## src/rtl/mulu_m7q7_pkg.sv

```systemverilog
// Shared constants and FSM encoding for the 7x7 unsigned serial-load
// shift-add multiplier tile.
package mulu_m7q7_pkg;
    localparam int OPW = 7;
    localparam int PW  = 14;
    localparam int CW  = 3;

    // cnt value on the 7th load beat and on the 7th calc edge
    localparam logic [CW-1:0] LAST_CNT = CW'(OPW - 1);

    typedef enum logic [1:0] {
        IDLE = 2'd0,
        LOAD = 2'd1,
        CALC = 2'd2,
        DONE = 2'd3
    } state_e;
endpackage

```

## src/rtl/mulu_m7q7_if.sv

```systemverilog
// Tile pin bus: 8 inputs (clock and reset included) and 8 outputs.
interface mulu_m7q7_if;
    logic [7:0] io_in;
    logic [7:0] io_out;

    modport master (output io_in, input io_out);
    modport slave  (input io_in, output io_out);
endinterface

```

## src/rtl/mulu_m7q7_core.sv

```systemverilog
// Shift-add datapath: serial operand registers, product accumulator and
// the shared beat/step counter.
module mulu_m7q7_core
    import mulu_m7q7_pkg::*;
(
    input  logic          clk,
    input  logic          srst,
    input  logic          shift_en_i,
    input  logic          clr_en_i,
    input  logic          calc_en_i,
    input  logic          a_sdi_i,
    input  logic          b_sdi_i,
    output logic [CW-1:0] cnt_o,
    output logic [PW-1:0] p_o
);
    logic [OPW-1:0] a_q, a_d;
    logic [OPW-1:0] b_q, b_d;
    logic [PW-1:0]  p_q, p_d;
    logic [CW-1:0]  cnt_q, cnt_d;

    always_comb begin
        a_d   = a_q;
        b_d   = b_q;
        p_d   = p_q;
        cnt_d = cnt_q;
        if (shift_en_i) begin
            a_d = {a_sdi_i, a_q[OPW-1:1]};
            b_d = {b_sdi_i, b_q[OPW-1:1]};
            // A clearing beat is always beat 1 of a fresh operand pair
            if (clr_en_i) begin
                p_d   = '0;
                cnt_d = CW'(1);
            end else if (cnt_q == LAST_CNT) begin
                cnt_d = '0;
            end else begin
                cnt_d = cnt_q + 1'b1;
            end
        end else if (calc_en_i) begin
            if (b_q[0]) begin
                p_d = p_q + (PW'(a_q) << cnt_q);
            end
            b_d   = b_q >> 1;
            cnt_d = cnt_q + 1'b1;
        end
    end

    always_ff @(posedge clk) begin
        if (srst) begin
            a_q   <= '0;
            b_q   <= '0;
            p_q   <= '0;
            cnt_q <= '0;
        end else begin
            a_q   <= a_d;
            b_q   <= b_d;
            p_q   <= p_d;
            cnt_q <= cnt_d;
        end
    end

    assign cnt_o = cnt_q;
    assign p_o   = p_q;
endmodule

```

## src/rtl/mulu_m7q7.sv

```systemverilog
// Multiplier tile top: unpacks the pin bus, sequences load/calc/done and
// drives the byte-select output mux.
module mulu_m7q7
    import mulu_m7q7_pkg::*;
(
    mulu_m7q7_if.slave tile
);
    logic clk;
    logic srst;
    logic load;
    logic a_sdi;
    logic b_sdi;
    logic out_sel;
    logic unused_pins;

    assign clk         = tile.io_in[0];
    assign srst        = tile.io_in[1];
    assign load        = tile.io_in[2];
    assign a_sdi       = tile.io_in[3];
    assign b_sdi       = tile.io_in[4];
    assign out_sel     = tile.io_in[5];
    assign unused_pins = &tile.io_in[7:6];

    state_e        state_q, state_d;
    logic          shift_en, clr_en, calc_en;
    logic [CW-1:0] cnt;
    logic [PW-1:0] p;
    logic          busy, done;

    always_ff @(posedge clk) begin
        if (srst) begin
            state_q <= IDLE;
        end else begin
            state_q <= state_d;
        end
    end

    always_comb begin
        state_d  = state_q;
        shift_en = 1'b0;
        clr_en   = 1'b0;
        calc_en  = 1'b0;
        case (state_q)
            IDLE, DONE: begin
                if (load) begin
                    shift_en = 1'b1;
                    clr_en   = 1'b1;
                    state_d  = LOAD;
                end
            end
            LOAD: begin
                if (load) begin
                    shift_en = 1'b1;
                    if (cnt == LAST_CNT) begin
                        state_d = CALC;
                    end
                end
            end
            CALC: begin
                calc_en = 1'b1;
                if (cnt == LAST_CNT) begin
                    state_d = DONE;
                end
            end
            default: state_d = IDLE;
        endcase
    end

    assign busy = (state_q == CALC);
    assign done = (state_q == DONE);

    mulu_m7q7_core u_core (
        .clk        (clk),
        .srst       (srst),
        .shift_en_i (shift_en),
        .clr_en_i   (clr_en),
        .calc_en_i  (calc_en),
        .a_sdi_i    (a_sdi),
        .b_sdi_i    (b_sdi),
        .cnt_o      (cnt),
        .p_o        (p)
    );

    always_comb begin
        tile.io_out = out_sel ? {done, busy, p[PW-1:8]} : p[7:0];
    end
endmodule

```

## src/flat_wrapper.sv

```systemverilog
// flat-port wrapper written by rule: the top's interface ports become plain ports
module mulu_m7q7_flat import mulu_m7q7_pkg::*;
  (tile_io_in, tile_io_out);
  mulu_m7q7_if tile_i ();
  input wire logic [$bits(tile_i.io_in)-1:0] tile_io_in;
  output wire logic [$bits(tile_i.io_out)-1:0] tile_io_out;
  assign tile_i.io_in = tile_io_in;
  assign tile_io_out = tile_i.io_out;
  mulu_m7q7 u_core (.tile(tile_i));
endmodule
```

## config.mk

```make
export PLATFORM = sky130hd
export DESIGN_NAME = mulu_m7q7_flat
export DESIGN_NICKNAME = d
export VERILOG_FILES = /design/src/rtl/mulu_m7q7_pkg.sv /design/src/rtl/mulu_m7q7_if.sv /design/src/rtl/mulu_m7q7_core.sv /design/src/rtl/mulu_m7q7.sv /design/src/flat_wrapper.sv
export SDC_FILE = /design/constraint.sdc
export NUM_CORES = 1
export LEC_CHECK = 0
export BUFFER_PORTS_ARGS = -buffer_cell sky130_fd_sc_hd__buf_2
export CAP_MARGIN = 20
export CORE_ASPECT_RATIO = 1.2
export CORE_MARGIN = 2
export CORE_UTILIZATION = 40
export CTS_BUF_LIST = sky130_fd_sc_hd__clkbuf_8
export CTS_CLUSTER_SIZE = 40
export DETAILED_ROUTE_END_ITERATION = 7
export PLACE_DENSITY = 0.59
export SLEW_MARGIN = 20
export SYNTH_ARGS = -nofsm -noshare
export SYNTH_HDL_FRONTEND = slang
export SYNTH_HIERARCHICAL = 1
export SYNTH_SLANG_ARGS = --single-unit
```

## constraint.sdc

```tcl
create_clock -name tile_io_in -period 3.5 [get_ports tile_io_in]
set_clock_uncertainty 0.2 [all_clocks]
set_input_delay 0.7 -clock tile_io_in [delete_from_list [all_inputs] [get_ports tile_io_in]]
set_output_delay 0.7 -clock tile_io_in [all_outputs]
set_load 0.02 [all_outputs]
```

* Word level (Yosys, flattened, before mapping)
Cells that the tools add are included.
** Operators by class
- Equality and inequality tests :: 9
- Mux-type cells :: 20
- Shifts and indexed selects :: 1
- Add/subtract/negate cells :: 2
- Reductions and logical operators :: 7
** Operator list (number)
- 14-bit two-way mux :: 4
- 14-bit adder :: 1
- 7-bit two-way mux :: 2
- 7-bit by 3-bit left shift with 14-bit output :: 1
- 3-bit two-way mux :: 4
- 2-bit two-way mux :: 4
- 8-bit two-way mux :: 1
- 2-bit != test, second input constant :: 4
- 2-bit one-hot mux with 3 select lines :: 1
- 2-bit equality test, second input constant :: 2
- 1-bit two-way mux :: 4
- 4-bit AND reduction :: 1
- 2-bit nonzero test :: 2
- 3-bit by 1-bit adder with 3-bit output, second input constant :: 1
- 3-bit equality test, second input constant :: 1
- 3-bit AND reduction :: 1
- 3-bit OR reduction :: 1
- 2-bit by 1-bit equality test with 1-bit output, second input constant :: 1
- 2-bit logical NOT :: 1
- 2-bit by 1-bit != test with 1-bit output, second input constant :: 1
- 2-bit OR reduction :: 1
** Word-level totals
- Flip-flop bits (word level) :: 33
- Output and inout port bits :: 8
- Input port bits :: 8
- Logic and storage cells :: 44

* Depth between registers and ports, before layout
- Word-level depth :: 5
- Mapped depth :: 13
- Depth with buffers taken out :: 12

* Modules after synthesis
The synthesis kept the hierarchy.
** By module, submodules not included
- mulu_m7q7_core :: area an instance 2013.2 um^2, times used 1, cells an instance 251, sequential area each 620.6 um^2
- mulu_m7q7 :: area an instance 269.0 um^2, times used 1, cells an instance 28, sequential area each 40.0 um^2

* Least setup slack after synthesis
OpenSTA, ideal clock, no wires.
- Path kind :: flip-flop to flip-flop
- From :: reg u_core.u_core.cnt_q[1] (netlist: u_core/u_core/cnt_o[1])
- To :: reg u_core.u_core.p_q[12] (netlist: u_core/u_core/p_o[12])
- Clock period less this slack :: 3.215 ns
- Stages on the path, launching flop included :: 14
- Slack :: 0.285 ns
- Path buffers :: 2
- Data arrival time :: 2.898 ns
- Cell sequence :: dfxtp_1 -> clkbuf_1 -> clkbuf_1 -> mux2i_1 -> nand2_1 -> nand2_1 -> a21oi_1 -> ha_1 -> a21o_1 -> a21oi_2 -> nand3b_1 -> o211a_1 -> or3_1 -> a32o_1
** On the way
- Longest elaborated chain between the ends :: 5
** Ends and longest elaborated chain
- from (decl) :: RTL line mulu_m7q7_core.sv:19 : logic [CW-1:0] cnt_q, cnt_d;
- from (signal assigned) :: RTL line mulu_m7q7_core.sv:57 : cnt_q <= cnt_d;
- 7-bit by 3-bit left shift with 14-bit output :: RTL line mulu_m7q7_core.sv:40 : p_d = p_q + (PW'(a_q) << cnt_q);
- 14-bit adder :: RTL line mulu_m7q7_core.sv:40
- 14-bit two-way mux :: RTL line mulu_m7q7_core.sv:39 : if (b_q[0]) begin
- 14-bit two-way mux :: RTL line mulu_m7q7_core.sv:38 : end else if (calc_en_i) begin
- 14-bit two-way mux :: RTL line mulu_m7q7_core.sv:26 : if (shift_en_i) begin
- to (signal assigned) :: RTL line mulu_m7q7_core.sv:56 : p_q <= p_d;
- to (decl) :: RTL line mulu_m7q7_core.sv:18 : logic [PW-1:0] p_q, p_d;
Every way passes these cells. The select of a mux whose other input is x is not followed.
A chain may end at the register's enable or synchronous reset.

==> results_dict.tcl <==
set metrics [dict create \
    clkLatencyLatePin_ns 0.29 \
    slew_viol_final 0 \
    cp-start-kind "clock port" \
    status "complete, but fails checks" \
    vias_per_cell 5.89 \
    rsz0062_at_grt "no" \
    synth_mux_area_share_pct 10.6 \
    hpwl_microns 3770 \
    async_flop_share_pct 0 \
    seq_area_sq_um 661 \
    syn_inst 279 \
    tns_ns 0 \
    chipHeight_microns 86.7 \
    ant_nets 0 \
    power_frac_seq_pct 11.7 \
    critPathKind "clock port to output pin" \
    ys_seq_elements 33 \
    fmax_ghz 0.298 \
    cp_top_family "buffers and inverters" \
    place_congestion 0.829 \
    critPathBufInv 3 \
    finalHoldViolCount 21 \
    start_util_pct 40.8 \
    holdCritPathClass "clock port to flip-flop" \
    endpoint_kind "output pin" \
    combPwrFrac_pct 0 \
    synth-xor-area-share_pct 4.61 \
    syn_avg_cell_area_sq_um 8.18 \
    synth.largest_area_cell "dfxtp_1" \
    cts_hold_buf 0 \
    synth_flop_cell "dfxtp_1" \
    io_buffers 8 \
    wl_per_cell_microns 17.2 \
    cpPeakStageDelay_ns 0.31 \
    first_pass_iters 5 \
    vias 2410 \
    die_x_microns 73.0 \
    whs_ns -0.345 \
    period_minus_slack_ns 3.38 \
    p_per_area_nw_per_um2 1110 \
    area_delta_synth_final_pct 42.2 \
    arrival_ns 2.48 \
    hp-start "tile_io_in[4]" \
    io_pins 16 \
    synth_edf_count 0 \
    violations "negative hold slack" \
    max-vdd-ir-drop_uv 460 \
    crit_slowest_cell "mux2_1" \
    wirelength_microns 7030 \
    row_count 30 \
    cpMostUsedCell "clkbuf_8" \
    ys_top_cells_by_area "dfxtp_1 (29%), ha_1 (9.9%), nand2_1 (5.8%), mux2i_1 (5.7%), o21ai_0 (4.8%)" \
    grt_max_degree 17 \
    p_total_mw 3.59 \
    maxSlewHeadroom_pct 73.0 \
    worst_slack_ns 0.119 \
    leakagePower_nw 1.44 \
    drc 0 \
    r2r_slack_ns 0.14 \
    overflow 0 \
    rr_worst_depth 12 \
    drive_gt1_share_pct 27.2 \
    grt_pass1_vias 3152 \
    whs_endpoint "u_core/u_core/b_q[6]" \
    yosysWarnings 6 \
    clk_pin_slew_ns 0.08 \
    regToRegEndpoint "u_core/u_core/p_o[12]" \
    clkPwrFrac_pct 88.3 \
    synth_top_family_by_area "compound AO/OA/AOI/OAI gates" \
    maxCapViolCount 0 \
    synth-simple-area-share_pct 18.9 \
    globalRouteTotalUtil_pct 24.6 \
    nets 358 \
    core_sq_um 5590 \
    diodes 0 \
    period_share_pct 96.6 \
    rr_startpoint "u_core/u_core/cnt_o[1]" \
    p_int_mw 2.17 \
    worstPathRequired_ns 2.60 \
    syn_nets 306 \
    setup_viol 0 \
    die_area_sq_um 6330 \
    cts_tree "built" \
    synth_compound_area_share_pct 21.8 \
    fillerInstances 480 \
    whs_path_depth 2 \
    preCtsSetupSlack_ns 0.241 \
    syn_area_sq_um 2280 \
    drtIter0Drc 246 \
    synthAdderAreaFrac_pct 10.7 \
    ys_types 49 \
    antenna_found_initial 0 \
    synth_top_area_share_pct 28.9 \
    seq_area_frac_synth_pct 28.9 \
    multi_input_area_sq_um 1570 \
    switching_share_pct 39.5 \
    switching_power_mw 1.42 \
    tightest_slew_ns 0.405 \
    path_max_fanout 4 \
    cp_cell_sequence "clkbuf_8 > clkbuf_8 > mux2_1 > buf_2" \
    grt_pass1_wl_microns 12500 \
]
-- stage by stage --
| step | instance area [sq um] | cells | util, % |
|---|---|---|---|
| 2_1_floorplan | 2280 | 279 | - |
| 3_3_place_gp | 2370 | 340 | 42.4 |
| 3_5_place_dp | 2370 | 340 | 42.4 |
| 4_1_cts | 3250 | 410 | 58.0 |
| 5_1_grt | 3250 | 409 | 58.0 |
| 6_report | 3250 | 409 | 58.0 |
-- layer usage --
metal / wire length [microns] / GRT usage (%) / share of wire [%]
met3: 541 / 19.0 / 7.7
met2: 3310 / 29.0 / 47
met5: 0 / 0 / 0
met4: 479 / 34.7 / 6.8
met1: 2700 / 22.2 / 38
-- cell type report --
cell class / instances / area share, %
clock buffer: 60 / 23.4
clock inverter: 18 / 3.28
inverter: 10 / 1.16
multi-input combinational: 220 / 48.4
sequential: 33 / 20.4
tap: 64 / 2.47
timing repair buffer: 4 / 0.925
-- cells by family after synthesis --
group           after synthesis
xor+xnor                     12
mux                          23
flops                        33
fa+ha+maj                    19
buf+inv                      26
compound gates               73
simple gates                 93
-- cells in the mapped netlist (all sizes together) (2+ instances only) --
cell,instances
a211oi,5
a21o,3
a21oi,17
a22o,2
a22oi,5
a31oi,3
a32o,2
and2,4
and3,2
buf,4
clkbuf,11
dfxtp,33
ha,18
inv,11
mux2,10
mux2i,13
nand2,35
nand3,5
nand3b,2
nand4,2
nor2,27
nor2b,3
nor3,4
nor3b,2
o211ai,3
o21ai,22
o22ai,4
o31ai,2
or3,4
xnor2,6
xor2,6
-- cell usage in the layout (no fill, tap or decap), drive strengths merged, types with 6 or more instances in the layout --
| master | Yosys | routed |
|---|---|---|
| a21oi | 17 | 17 |
| buf | 4 | 17 |
| clkbuf | 11 | 47 |
| clkinvlp | 0 | 6 |
| dfxtp | 33 | 33 |
| ha | 18 | 18 |
| inv | 11 | 20 |
| mux2 | 10 | 10 |
| mux2i | 13 | 13 |
| nand2 | 35 | 35 |
| nor2 | 27 | 27 |
| o21ai | 22 | 22 |
| xnor2 | 6 | 6 |
| xor2 | 6 | 6 |
-- worst max path at each step --
| stage | start | slack, ns | endpoint | cells after the start |
|---|---|---|---|---|
| final | tile_io_in[5] | 0.12 | tile_io_out[4] | 4 |
| after global routing | u_core/u_core/cnt_o[1] | 0.01 | u_core/u_core/p_o[12] | 12 |
| after CTS | tile_io_in[2] | 0.03 | u_core/u_core/p_o[13] | 14 |
| after detailed placement | tile_io_in[2] | 0.24 | u_core/u_core/p_o[8] | 5 |
| after global placement | tile_io_in[2] | 0.24 | u_core/u_core/p_o[8] | 5 |
| after floorplan | tile_io_in[2] | 0.24 | u_core/u_core/p_o[12] | 7 |
-- sequential cells by signal, summed over array words and instances (netlist names) --
signal               flops
u_core/state_q           2
u_core/u_core/a_q        7
u_core/u_core/b_q        7
u_core/u_core/cnt_o      3
u_core/u_core/p_o       14
-- power groups by stage --
stage,Sequential (mW),Clock [mW],Combinational (mW)
final,0.420,3.18,0.000000451
after global routing,0.419,3.49,0.000000451
after CTS,0.419,3.27,0.000000451
after detailed placement,0.432,0.835,0.000000451
after global placement,0.432,0.835,0.000000451
after floorplan,0.432,0.903,0.000000437
-- repair_timing --
item	in CTS	in global routing
setup buffers	5	0
pin swaps	2	0
gates resized for setup	13	4
endpoints found under the setup margin	8	3
endpoints found under the hold margin	0	0
gates cloned	0	0
Note: power is estimated with default switching activity, not from simulation.
